--- config.mk ---
export PLATFORM = sky130hd
export DESIGN_NAME = adc_capture_ctrl_flat
export DESIGN_NICKNAME = d
export VERILOG_FILES = /design/src/rtl/adc_capture_ctrl_if.sv /design/src/rtl/adc_capture_ctrl.sv /design/src/flat_wrapper.sv
export SDC_FILE = /design/constraint.sdc
export NUM_CORES = 1
export LEC_CHECK = 0
export CAP_MARGIN = 0
export CORE_MARGIN = 8
export CORE_UTILIZATION = 39
export DETAILED_ROUTE_END_ITERATION = 10
export GPL_ROUTABILITY_DRIVEN = 0
export PLACE_DENSITY_LB_ADDON = 0.25
export SYNTH_ARGS = -nofsm -noshare
export SYNTH_HDL_FRONTEND = slang
export SYNTH_SLANG_ARGS = --single-unit
export TNS_END_PERCENT = 10
--- constraint.sdc ---
create_clock -name clk -period 1.9 [get_ports clk]
set_input_delay 0.38 -clock clk [delete_from_list [all_inputs] [get_ports clk]]
set_output_delay 0.38 -clock clk [all_outputs]
set_load 0.03 [all_outputs]
--- src/rtl/adc_capture_ctrl_if.sv ---
// adc_capture_ctrl_if: link between the capture controller and the adc_capture core.
// The master side (controller) drives the run/hold control and the slot configs.
// It observes the core's RAM write address and write strobe.
interface adc_capture_ctrl_if #(
   parameter int ADDR_W = 12
);
   logic              adc_start;
   logic              adc_sequence_one;
   logic [31:0]       adc_config_odd;
   logic [31:0]       adc_config_even;
   logic [ADDR_W-1:0] adc_ram_addr;
   logic              adc_ram_we;

   modport master (
      output adc_start,
      output adc_sequence_one,
      output adc_config_odd,
      output adc_config_even,
      input  adc_ram_addr,
      input  adc_ram_we
   );

   modport slave (
      input  adc_start,
      input  adc_sequence_one,
      input  adc_config_odd,
      input  adc_config_even,
      output adc_ram_addr,
      output adc_ram_we
   );
endinterface

--- src/rtl/adc_capture_ctrl.sv ---
// adc_capture_ctrl: sequences one capture run of adc_capture (load, arm, run, drain).
// It also tracks filled half-buffers against host acknowledgements.
// Optional watchdog: define ADC_CAPTURE_CTRL_WATCHDOG_EN to abort a run whose RAM writes stop.
// Without the macro, stall is tied low and no watchdog logic is built.
module adc_capture_ctrl #(
   parameter int ADDR_W       = 12,
   parameter int ARM_CYCLES   = 13,
   parameter int DRAIN_CYCLES = 8,
   parameter int WDT_CYCLES   = 1024
)(
   input  logic        clk,
   input  logic        rst,
   input  logic        host_start,
   input  logic        host_stop,
   input  logic [15:0] host_frames,
   input  logic        host_single,
   input  logic [31:0] host_cfg_odd,
   input  logic [31:0] host_cfg_even,
   input  logic        host_ack,
   adc_capture_ctrl_if.master cap,
   output logic        busy,
   output logic        half_ready,
   output logic        half_sel,
   output logic        done,
   output logic        overrun,
   output logic        stall
);
   // One counter width serves the arm/drain phase counter and the watchdog.
   localparam int PHASE_MAX = (ARM_CYCLES > DRAIN_CYCLES) ? ARM_CYCLES : DRAIN_CYCLES;
   localparam int CNT_MAX   = (PHASE_MAX > WDT_CYCLES) ? PHASE_MAX : WDT_CYCLES;
   localparam int CNT_W     = $clog2(CNT_MAX + 1);

   typedef enum logic [2:0] {IDLE, LOAD, ARM, RUN, DRAIN} state_t;

   state_t           state;
   state_t           state_nx;
   logic [CNT_W-1:0] phase_cnt;
   logic [15:0]      frame_cnt;
   logic             frame_limited;
   logic [1:0]       pending;
   logic             completion;
   logic             frames_exhausted;
   logic             arm_last;
   logic             drain_last;
   logic             wdt_hit;
   logic             adc_start_c;

   // The last address of either half (all low bits set) marks that half as full.
   // This is only counted while running.
   assign completion       = (state == RUN) && cap.adc_ram_we && (&cap.adc_ram_addr[ADDR_W-2:0]);
   assign frames_exhausted = frame_limited && (frame_cnt == 16'd0);
   assign arm_last         = (phase_cnt == CNT_W'(ARM_CYCLES - 1));
   assign drain_last       = (phase_cnt == CNT_W'(DRAIN_CYCLES - 1));
   assign cap.adc_start    = adc_start_c;

   // State register.
   always_ff @(posedge clk) begin
      if (rst) state <= IDLE;
      else     state <= state_nx;
   end

   // Next-state logic.
   // The core is held (adc_start high) everywhere except RUN.
   always_comb begin
      state_nx    = state;
      adc_start_c = 1'b1;
      busy        = 1'b1;
      case (state)
         IDLE: begin
            busy = 1'b0;
            if (host_start && !host_stop) state_nx = LOAD;
         end
         LOAD:  state_nx = ARM;
         ARM: begin
            if (host_stop)     state_nx = DRAIN;
            else if (arm_last) state_nx = RUN;
         end
         RUN: begin
            adc_start_c = 1'b0;
            if (host_stop || frames_exhausted || wdt_hit) state_nx = DRAIN;
         end
         DRAIN: if (drain_last) state_nx = IDLE;
         default: state_nx = IDLE;
      endcase
   end

   // Phase counter: restarts on every state change and measures the arm and drain hold times.
   always_ff @(posedge clk) begin
      if (rst)                                 phase_cnt <= '0;
      else if (state_nx != state)              phase_cnt <= '0;
      else if (state == ARM || state == DRAIN) phase_cnt <= phase_cnt + 1'b1;
   end

   // Run configuration: captured once in LOAD and held steady for the whole run.
   always_ff @(posedge clk) begin
      if (rst) begin
         cap.adc_config_odd   <= '0;
         cap.adc_config_even  <= '0;
         cap.adc_sequence_one <= 1'b0;
      end else if (state == LOAD) begin
         cap.adc_config_odd   <= host_cfg_odd;
         cap.adc_config_even  <= host_cfg_even;
         cap.adc_sequence_one <= host_single;
      end
   end

   // Frame budget: zero at load means continuous capture, otherwise count down per completed half.
   always_ff @(posedge clk) begin
      if (rst) begin
         frame_cnt     <= '0;
         frame_limited <= 1'b0;
      end else if (state == LOAD) begin
         frame_cnt     <= host_frames;
         frame_limited <= (host_frames != 16'd0);
      end else if (completion && frame_limited && frame_cnt != 16'd0) begin
         frame_cnt <= frame_cnt - 16'd1;
      end
   end

   // Half-buffer notification: one-cycle pulse after the completing write, tagged with which half.
   always_ff @(posedge clk) begin
      if (rst) begin
         half_ready <= 1'b0;
         half_sel   <= 1'b0;
      end else begin
         half_ready <= completion;
         if (completion) half_sel <= cap.adc_ram_addr[ADDR_W-1];
      end
   end

   // Host backlog: at most two unacknowledged halves.
   // A third full half while two are pending means the host fell behind.
   always_ff @(posedge clk) begin
      if (rst) begin
         pending <= 2'd0;
         overrun <= 1'b0;
      end else if (state == LOAD) begin
         pending <= 2'd0;
         overrun <= 1'b0;
      end else begin
         case ({half_ready, host_ack})
            2'b10: begin
               if (pending == 2'd2) overrun <= 1'b1;
               else                 pending <= pending + 2'd1;
            end
            2'b01: if (pending != 2'd0) pending <= pending - 2'd1;
            default: ;
         endcase
      end
   end

   // End-of-run pulse, raised on the way out of DRAIN.
   always_ff @(posedge clk) begin
      if (rst) done <= 1'b0;
      else     done <= (state == DRAIN) && drain_last;
   end

`ifdef ADC_CAPTURE_CTRL_WATCHDOG_EN
   logic [CNT_W-1:0] wdt_cnt;

   assign wdt_hit = (state == RUN) && !cap.adc_ram_we && (wdt_cnt == CNT_W'(WDT_CYCLES - 1));

   // Watchdog: counts RUN cycles since the last RAM write; expiry flags a stall and ends the run.
   always_ff @(posedge clk) begin
      if (rst) begin
         wdt_cnt <= '0;
         stall   <= 1'b0;
      end else if (state == LOAD) begin
         wdt_cnt <= '0;
         stall   <= 1'b0;
      end else if (state == RUN) begin
         if (cap.adc_ram_we) wdt_cnt <= '0;
         else                wdt_cnt <= wdt_cnt + 1'b1;
         if (wdt_hit) stall <= 1'b1;
      end else begin
         wdt_cnt <= '0;
      end
   end
`else
   assign wdt_hit = 1'b0;
   assign stall   = 1'b0;
`endif

endmodule

--- src/flat_wrapper.sv ---
// flat-port wrapper written by rule: the top's interface ports become plain ports
module adc_capture_ctrl_flat 
#(
   parameter int ADDR_W       = 12,
   parameter int ARM_CYCLES   = 13,
   parameter int DRAIN_CYCLES = 8,
   parameter int WDT_CYCLES   = 1024
)
  (clk, rst, host_start, host_stop, host_frames, host_single, host_cfg_odd, host_cfg_even, host_ack, busy, half_ready, half_sel, done, overrun, stall, cap_adc_start, cap_adc_sequence_one, cap_adc_config_odd, cap_adc_config_even, cap_adc_ram_addr, cap_adc_ram_we);
  adc_capture_ctrl_if #(.ADDR_W(ADDR_W)) cap_i ();
  input  logic clk;
  input  logic rst;
  input  logic host_start;
  input  logic host_stop;
  input  logic [15:0] host_frames;
  input  logic host_single;
  input  logic [31:0] host_cfg_odd;
  input  logic [31:0] host_cfg_even;
  input  logic host_ack;
  output logic busy;
  output logic half_ready;
  output logic half_sel;
  output logic done;
  output logic overrun;
  output logic stall;
  output wire logic [$bits(cap_i.adc_start)-1:0] cap_adc_start;
  output wire logic [$bits(cap_i.adc_sequence_one)-1:0] cap_adc_sequence_one;
  output wire logic [$bits(cap_i.adc_config_odd)-1:0] cap_adc_config_odd;
  output wire logic [$bits(cap_i.adc_config_even)-1:0] cap_adc_config_even;
  input wire logic [$bits(cap_i.adc_ram_addr)-1:0] cap_adc_ram_addr;
  input wire logic [$bits(cap_i.adc_ram_we)-1:0] cap_adc_ram_we;
  assign cap_adc_start = cap_i.adc_start;
  assign cap_adc_sequence_one = cap_i.adc_sequence_one;
  assign cap_adc_config_odd = cap_i.adc_config_odd;
  assign cap_adc_config_even = cap_i.adc_config_even;
  assign cap_i.adc_ram_addr = cap_adc_ram_addr;
  assign cap_i.adc_ram_we = cap_adc_ram_we;
  adc_capture_ctrl #(.ADDR_W(ADDR_W), .ARM_CYCLES(ARM_CYCLES), .DRAIN_CYCLES(DRAIN_CYCLES), .WDT_CYCLES(WDT_CYCLES)) u_core (.clk(clk), .rst(rst), .host_start(host_start), .host_stop(host_stop), .host_frames(host_frames), .host_single(host_single), .host_cfg_odd(host_cfg_odd), .host_cfg_even(host_cfg_even), .host_ack(host_ack), .cap(cap_i), .busy(busy), .half_ready(half_ready), .half_sel(half_sel), .done(done), .overrun(overrun), .stall(stall));
endmodule
==> reports/results.txt <==
n_diodes - 0
FF-to-FF setup slack - 0.02 ns
Worst EP required - 2.19 ns
CTS Hold Bufs - 0
# setup viols final - 0
port bufs - 169
cts bufs inserted - 9
Ys Warns - 0
gr usage total - 0.1776
Vias/cell - 5.049
synth top area cells - dfxtp_1 48%, nand2_1 13%, a21oi_1 9.4%
core box area - 0.01079 mm^2
RSZ-0062 raised after global routing - true
mux cell area share after synthesis - 0.002339
relative slew slack - 0.5895
Sw Ratio - 0.2573
LEAKAGE - 2.318 nW
syn_nets - 643
post-route minimum period - 1.899 ns
Worst Path Arrival - 2.19 ns
CP max FO - 2
most common cell after layout, fill and taps aside - clkdlybuf4s50_1
HPWL reported at the end of detailed placement - 9794 um
Die X - 120.7 um
DRT Pass-1 Iters - 4
Synth Area in Compound Gates - 0.1553
Syn Area/Cell - 7.954 um^2
most frequent cells in the layout - 166 x clkdlybuf4s50_1, 148 x nand2_1, 97 x dfxtp_1
XOR/XNOR share of the synthesized area - 0.03480
main combinational cell family by area after synthesis - simple AND/OR/NAND/NOR gates
Seq/Total Area, Yosys - 0.4772
Seq pwr share - 0.485
FFs w/ async S/R, synth - 0
f_max - 526.6 MHz
Final Max Slew Viols - 0
adder-cell area share of the yosys netlist - 0.01754
Finished Layout Cells - 862
# H-tree levels - 3
outcome - completed
share of layout cells above drive strength 1 - 0.1025
placed inst area - 0.006276 mm^2
Max rail drop VDD - 502.4 uV
post-synth top area share - 0.4772
WS Path Type - primary input to flop
clock buffer depth - 2
Primary FF master, synth - dfxtp_1
fin crit share - 0.9994
Net count, final - 823
flops & latches, synth - 102
Power Density - 707.9 mW/mm^2
DRT iter0 DRCs - 314
global-route wire length before repair - 21290 um
largest net degree at the start of global routing - 62
startpoint types - primary input
Mapped Area - 0.004279 mm^2
EDFF count, synth - 0
drt wl/cell - 15.39 um
Worst-Skew Late Latency - 0.36 ns
skew final - 0.01105 ns
drt total wl - 13270 um
Root Driver - clkbuf_8
Reg clk slew, reported paths - 0.09 ns
Simple-Gate Fraction of Synth Area - 0.2699
Final Hold Vio Count - 0
Post-route DRC - 0
slew at the pin with the worst max-slew slack - 0.6158 ns
Die Height - 120.7 um
Placed Cells - 844
Die ar. - 0.01458 mm^2
hold crit path type - primary input to flop
crit path capture type - flop
Initial Utilization - 0.3965
Clock Sinks - 102
CTS tree - done
initial antenna violation count - 0
Netlist cell types - 54
Synth-to-Final Area Change - 53.77%
ANT nets after route - 0
clock power share - 0.327
final non-filler cell area - 0.006580 mm^2
Max Cap Viol - 0
Util after Layout - 0.6097
leading area contributor after synthesis - dfxtp_1
Synth Instances - 538
vias in the first global route - 4407
total gr overflow - 0
Int Pwr - 3.459 mW
Switch Pwr - 1.199 mW
# IOs - 171
Cell Rows - 38
Logic pwr share - 0.188
via count - 4352
-- cell usage after synthesis, drive strengths merged (2+ instances only) --
cell type / n
nor2: 34
nor2b: 2
nor3b: 2
and2: 2
nor4: 11
ha: 6
dfxtp: 102
a31oi: 5
nand3b: 2
buf: 6
xnor2: 3
o21ai: 4
a22oi: 2
or3: 2
a21o: 2
nand4b: 2
nand4: 12
a21oi: 80
inv: 9
or4: 2
o211ai: 3
nand2: 149
a211oi: 7
clkbuf: 30
and4: 4
xor2: 14
a2bb2oi: 2
nand3: 14
a32oi: 2
nor3: 7
-- power groups by stage --
stage | clock network (mW) | logic, mW | registers (mW)
2_1_floorplan | 0 | 0.295 | 2.39
3_3_place_gp | 0 | 0.820 | 2.30
3_5_place_dp | 0 | 0.837 | 2.30
4_1_cts | 1.58 | 0.848 | 2.25
5_1_grt | 1.65 | 0.944 | 2.27
6_report | 1.52 | 0.877 | 2.26
-- state kept, by name (all words and copies together) (netlist names) --
name and cells:
u_core.cap.adc_config_even 32, u_core.cap.adc_config_odd 32, u_core.frame_cnt 16, u_core.phase_cnt 11
u_core.state 3, u_core.pending 2, u_core.cap.adc_sequence_one 1, u_core.done 1
u_core.frame_limited 1, u_core.half_ready 1, u_core.half_sel 1, u_core.overrun 1
-- worst paths after layout --
| kind | start | end | depth (start not counted) |
|---|---|---|---|
| max | cap_adc_ram_addr[0] | u_core.frame_cnt[10] | 6 |
| min | rst | u_core.done | 3 |
| max reg2reg | u_core.frame_cnt[6] | u_core.frame_cnt[10] | 4 |
| min reg2reg | u_core.cap.adc_config_odd[0] | u_core.cap.adc_config_odd[0] | 2 |
-- worst max-delay path, cell delays in order --
cell and delay, ns:
clkdlybuf4s50_1 0.47, nand4_1 0.14, nor4_2 0.36, or4b_4 0.50, xor2_1 0.16, a211oi_2 0.18
-- per-layer routing --
| layer | track usage | wire, um |
|---|---|---|
| met1 | 0.1975 | 5414 |
| met2 | 0.3060 | 6577 |
| met3 | 0.06946 | 1097 |
| met4 | 0.05464 | 180 |
| met5 | 0 | 0 |
-- logic make-up (layout without fill, tap and decap cells) --
kind of cell	count (synthesis)	in the layout
AOI/OAI and AO/OA	115	115
xor gates and xnor gates	17	17
adders and majority gates	6	6
buffers and inverters	45	229
DFF	102	102
muxes	1	1
other	1	1
and+or+nand+nor	251	251
-- timing repair --
| action | in CTS | in global routing |
|---|---|---|
| resized for setup | 7 | 17 |
| buffers inserted | 0 | 2 |
| endpoints found under the setup margin | 20 | 24 |
| gates cloned | 0 | 1 |
| pin swaps | 1 | 11 |
-- final cells by class --
type | instances | area, um^2
sequential | 102 | 2048
inverter | 9 | 33.78
clock buffer | 12 | 155.1
clock inverter | 3 | 67.56
timing repair buffer | 205 | 1987
tap | 140 | 175.2
fill | 985 | 4213
multi-input combinational | 391 | 2113
-- through the flow --
stage	power [mW]	hold slack, ns	worst slack [ns]	TNS [ns]
4_1_cts	4.682	0.3364	-0.04770	-0.04810
3_3_place_gp	3.120	0.4410	-0.3595	-3.905
6_report	4.658	0.3607	0.001167	0
5_1_grt	4.861	0.3665	-0.05832	-0.2283
2_1_floorplan	2.687	0.4608	0.003506	0
3_5_place_dp	3.141	0.4465	-0.3858	-4.758
Power figures use the tool's default switching activity.
